**config.mk**
```make
export PLATFORM = sky130hd
export DESIGN_NAME = md_issue_ctrl
export DESIGN_NICKNAME = d
export VERILOG_FILES = /design/src/rtl/md_pkg.sv /design/src/rtl/md_lat_cnt.sv /design/src/rtl/md_issue_ctrl.sv
export SDC_FILE = /design/constraint.sdc
export NUM_CORES = 1
export LEC_CHECK = 0
export CORE_UTILIZATION = 35
export CTS_CLUSTER_SIZE = 25
export DETAILED_ROUTE_END_ITERATION = 8
export PLACE_DENSITY = 0.56
export RECOVER_POWER = 50
export SLEW_MARGIN = 25
export SYNTH_ARGS = -nofsm -noshare
export SYNTH_HDL_FRONTEND = slang
export SYNTH_HIERARCHICAL = 1
export SYNTH_SLANG_ARGS = --single-unit
```
**constraint.sdc**
```tcl
create_clock -name clk -period 3.9 [get_ports clk]
set_clock_uncertainty 0.05 [all_clocks]
set_input_delay 0.78 -clock clk [delete_from_list [all_inputs] [get_ports clk]]
set_output_delay 0.78 -clock clk [all_outputs]
set_load 0.02 [all_outputs]
```
**src/rtl/md_pkg.sv**
```systemverilog
// Shared MD op, start and result-select encodings for the decoder, the issue
// controller and the HI/LO mul/div unit.
package md_pkg;

  localparam logic [3:0] MD_OP_NONE  = 4'd0;
  localparam logic [3:0] MD_OP_MULT  = 4'd1;
  localparam logic [3:0] MD_OP_MULTU = 4'd2;
  localparam logic [3:0] MD_OP_DIV   = 4'd3;
  localparam logic [3:0] MD_OP_DIVU  = 4'd4;
  localparam logic [3:0] MD_OP_MTHI  = 4'd5;
  localparam logic [3:0] MD_OP_MTLO  = 4'd6;
  localparam logic [3:0] MD_OP_MFHI  = 4'd7;
  localparam logic [3:0] MD_OP_MFLO  = 4'd8;

  localparam logic [2:0] MD_START_IDLE  = 3'd0;
  localparam logic [2:0] MD_START_MULT  = 3'd1;
  localparam logic [2:0] MD_START_MULTU = 3'd2;
  localparam logic [2:0] MD_START_DIV   = 3'd3;
  localparam logic [2:0] MD_START_DIVU  = 3'd4;
  localparam logic [2:0] MD_START_MTHI  = 3'd5;
  localparam logic [2:0] MD_START_MTLO  = 3'd6;

  localparam logic [1:0] RD_SEL_ALU = 2'd0;
  localparam logic [1:0] RD_SEL_HI  = 2'd1;
  localparam logic [1:0] RD_SEL_LO  = 2'd2;

  // Codes 9-15 are not MD ops and fall outside both classes.
  function automatic logic is_md_class(input logic [3:0] op);
    return (op >= MD_OP_MULT) && (op <= MD_OP_MFLO);
  endfunction

  function automatic logic is_muldiv(input logic [3:0] op);
    return (op >= MD_OP_MULT) && (op <= MD_OP_DIVU);
  endfunction

endpackage

```
**src/rtl/md_lat_cnt.sv**
```systemverilog
// Local countdown that shadows the mul/div unit's busy window, loaded on a
// mult/div start code.
module md_lat_cnt
  import md_pkg::*;
#(
  parameter int MUL_LAT = 5,
  parameter int DIV_LAT = 10
) (
  input  logic       clk,
  input  logic       rst,
  input  logic [2:0] start,
  output logic       busy_sh
);

  localparam int CNT_W = $clog2(DIV_LAT + 1);

  logic [CNT_W-1:0] cnt_q, cnt_d;

  always_comb begin
    cnt_d = cnt_q;
    if ((start == MD_START_MULT) || (start == MD_START_MULTU))
      cnt_d = CNT_W'(MUL_LAT);
    else if ((start == MD_START_DIV) || (start == MD_START_DIVU))
      cnt_d = CNT_W'(DIV_LAT);
    else if (cnt_q != '0)
      cnt_d = cnt_q - CNT_W'(1);
  end

  always_ff @(posedge clk) begin
    if (rst) cnt_q <= '0;
    else     cnt_q <= cnt_d;
  end

  assign busy_sh = (cnt_q != '0);

endmodule

```
**src/rtl/md_issue_ctrl.sv**
```systemverilog
// E-stage issue/stall controller in front of the HI/LO mul/div unit: registers
// the D-stage MD op, drives the start code and stalls D while the unit is busy.
module md_issue_ctrl
  import md_pkg::*;
#(
  parameter int MUL_LAT = 5,
  parameter int DIV_LAT = 10,
  parameter int STAT_W  = 32
) (
  input  logic              clk,
  input  logic              rst,
  input  logic [3:0]        d_md_op,
  input  logic              ext_stall,
  input  logic              req,
  input  logic              md_busy,
  output logic [2:0]        md_start,
  output logic              md_stall,
  output logic [1:0]        e_rd_sel,
  output logic              busy_sh,
  output logic              busy_err,
  output logic [STAT_W-1:0] stall_cnt
);

  logic [3:0]        e_op_q, e_op_d;
  logic              busy_err_q, busy_err_d;
  logic [STAT_W-1:0] stall_cnt_q, stall_cnt_d;

  md_lat_cnt #(
    .MUL_LAT(MUL_LAT),
    .DIV_LAT(DIV_LAT)
  ) u_cnt (
    .clk    (clk),
    .rst    (rst),
    .start  (md_start),
    .busy_sh(busy_sh)
  );

  // Stall uses the req-gated start so a killed mult/div never holds up D.
  always_comb begin
    md_start = MD_START_IDLE;
    if (!req && (e_op_q >= MD_OP_MULT) && (e_op_q <= MD_OP_MTLO))
      md_start = e_op_q[2:0];

    e_rd_sel = RD_SEL_ALU;
    if (e_op_q == MD_OP_MFHI)      e_rd_sel = RD_SEL_HI;
    else if (e_op_q == MD_OP_MFLO) e_rd_sel = RD_SEL_LO;

    md_stall = is_md_class(d_md_op) && (busy_sh || is_muldiv({1'b0, md_start}));

    e_op_d = MD_OP_NONE;
    if (!(req || md_stall || ext_stall) && is_md_class(d_md_op))
      e_op_d = d_md_op;

    busy_err_d  = busy_err_q | (busy_sh ^ md_busy);
    stall_cnt_d = stall_cnt_q + STAT_W'(md_stall);
  end

  always_ff @(posedge clk) begin
    if (rst) begin
      e_op_q      <= MD_OP_NONE;
      busy_err_q  <= 1'b0;
      stall_cnt_q <= '0;
    end else begin
      e_op_q      <= e_op_d;
      busy_err_q  <= busy_err_d;
      stall_cnt_q <= stall_cnt_d;
    end
  end

  assign busy_err  = busy_err_q;
  assign stall_cnt = stall_cnt_q;

endmodule

```
==> results.cfg <==
[pwr]
p_comb_share_pct = 26.1
power.switching_mw = 0.305
swShare_pct = 30.3
pwr-share-clk_pct = 27.2
p_int_mw = 0.701
p_leak_nw = 0.928
finalPower_mw = 1.01
ir_worst_vdd_mv = 0.269
pwr-share-seq_pct = 46.7
powerDensity_mw_per_mm2 = 391

[placed_design]
portBuffers = 48
dp_cells = 342
dpl-instance-area_mm2 = 0.00250
post-place-ws_ns = 0.246
dpl.hpwl_um = 3100
gp_congestion = 0.724

[synth]
synth_top_area_share_pct = 42.2
synth_most_common_cell = dfxtp_1
synth_area_mm2 = 0.00195
synthArstFlopShare_pct = 0
netlist_instances = 231
yosysWarnings = 6
yosysTopAreaCell = dfxtp_1
ys.flop_type = dfxtp_1
synth_edf_count = 0
yosysUniqueCellTypes = 32
synthTopCellsByArea = dfxtp_1, a21oi_1, xnor2_1, or4_1, nor2_1
yosysSeqAreaShare_pct = 42.2
syn_nets = 243
synth_common_cells = dfxtp_1, a21oi_1, nor2_1
avgSynthCellArea_um2 = 8.42
ys_seq_elements = 41

[floorplan]
fp.dieH_um = 76.6
num_io_pins = 49
die_x_um = 76.6
rows = 26
core_mm2 = 0.00524
start_util_pct = 37.1
fp.dieArea_mm2 = 0.00586

[timing]
hold_violations = 0
hold_ws_ns = 0.428
setup-violations-final = 0
timing.final.ws_setup_ns = 0.422
rsz0062_at_grt = no
maxSlewViolCount = 0
tns_ns = 0
min_period_ns = 3.48
finalCritPeriodShare_pct = 89.2
max_slew_margin_pct = 66.4
fmax_mhz = 287
worst_pin_slew_ns = 0.503

[detailed_routing]
avgViaCountPerCell = 5.17
antenna_left = 0
num_vias = 1809
drt-total-wl_um = 4490
wl_per_cell_um = 12.8
drc = 0
drt_pass1_iterations = 4
first_iter_violations = 94

[clock_tree]
cts_buffers = 5
post_cts_buffers = 0
cts_resized = 0
h-tree-depth = 2
clock_path_buffers = 2
clk_latency_ns = 0.30
cts.clk_slew.worst_paths_ns = 0.08
clock-root-buffer = clkbuf_8
tritoncts = done
clock_sinks = 41
hold_buffers = 0

[final_layout]
finalInstanceArea_mm2 = 0.00257
diodes = 0
syn2layout_area_growth_pct = 32.3
n_fill_cell = 520
fin_util_pct = 49.2
stdcell_count = 350
drive_gt1_share_pct = 5.00
fin_nets = 291

[global_route]
gr-total-overflow = 0
grt_pass1_wl_um = 7780
grt_max_degree = 38
grt_pass1_vias = 1639
track_usage_pct = 16.3
antenna_found_initial = 0

[flow_run]
cap_violations = 0

[worst_setup_path]
crit_path_top_delay_cell = dlygate4sd3_1
crit_path_end_kind = flip-flop
critPathKind = input port to flip-flop
cp_max_fo = 8
crit_family = simple AND/OR/NAND/NOR gates
regToRegSetupSlack_ns = 0.77
path_buf_inv = 1
critical_path_arrival_ns = 3.66
crit_required_ns = 4.08
path_cells = dlygate4sd3_1 -> nor2_1 -> a31oi_1 -> nor2_1 -> ha_1 -> ha_1 -> nand4_1 -> or4_1 -> or4_1 -> a21oi_1
max_stage_delay_ns = 0.55
start_kind = input port

[hold_path]
hold_class = flip-flop to flip-flop

[status]
outcome = finished clean
-- logic make-up (layout without fill, tap and decap cells) --
| kind of cell | Yosys count | in the layout | synth area share (%) |
|---|---|---|---|
| buffers and inverters | 20 | 69 | 4.05 |
| muxes | 3 | 3 | 1.67 |
| AOI/OAI and AO/OA | 45 | 45 | 13.3 |
| xor gates and xnor gates | 17 | 17 | 7.65 |
| and+or+nand+nor | 102 | 102 | 29.2 |
| DFF | 41 | 41 | 42.2 |
| adders and majority gates | 3 | 3 | 1.93 |
-- sequential cells by signal, summed over array words and instances, names as in the netlist --
signal       flops
e_op_q           4
stall_cnt       32
u_cnt/cnt_q      4
busy_err         1
-- cells in the final DEF (no fill, tap or decap), drive strengths merged, types with 5 or more instances in the layout --
cell type       n
a21oi          22
clkbuf          6
clkdlybuf4s50  13
dfxtp          41
dlygate4sd3    35
inv             9
nand2          12
nand3          10
nand4          12
nor2           22
nor3            5
o21ai          12
o31ai           8
or3             9
or4            12
xnor2          12
xor2            5
-- path summary, 6_finish.rpt --
check | start | cells after the start | end
worst max-delay path | req | 10 | stall_cnt[30]
worst min register to register | stall_cnt[31] | 2 | stall_cnt[31]
worst min-delay path | stall_cnt[31] | 2 | stall_cnt[31]
worst max register to register | u_cnt/cnt_q[0] | 12 | stall_cnt[30]
-- worst reg2reg max path, delay by kind of cell, from the launching register on --
kind,cells,cell delay (ns)
fa+ha+maj,3,0.74
compound gates,2,0.22
buf+inv,2,0.20
simple gates,5,1.52
flops,1,0.34
-- power groups by stage --
stage | registers, mW | clock network (mW) | logic, mW
3_5_place_dp | 0.480 | 0 | 0.272
4_1_cts | 0.471 | 0.283 | 0.274
5_1_grt | 0.475 | 0.302 | 0.291
6_report | 0.470 | 0.274 | 0.263
3_3_place_gp | 0.480 | 0 | 0.270
2_1_floorplan | 0.489 | 0 | 0.168
-- metal layers --
metal  up-vias  part of all wire [%]  global-route usage [%]
met2        36                    43                    23.6
li1        933                     -                       -
met4         0                   1.4                    6.35
met3         7                   3.7                    4.07
met5         -                     0                       0
met1       833                    52                    23.0
-- area by class of cell --
cell class / count / area, µm² / share of cell area (%)
Clock buffer: 6 / 72.6 / 2.82
Clock inverter: 2 / 10.0 / 0.389
Inverter: 9 / 33.8 / 1.31
Multi-Input combinational cell: 170 / 1040 / 40.4
Sequential cell: 41 / 821 / 31.9
Tap cell: 70 / 87.6 / 3.40
Timing Repair Buffer: 52 / 510 / 19.8
Note: power is estimated with default switching activity, not from simulation.
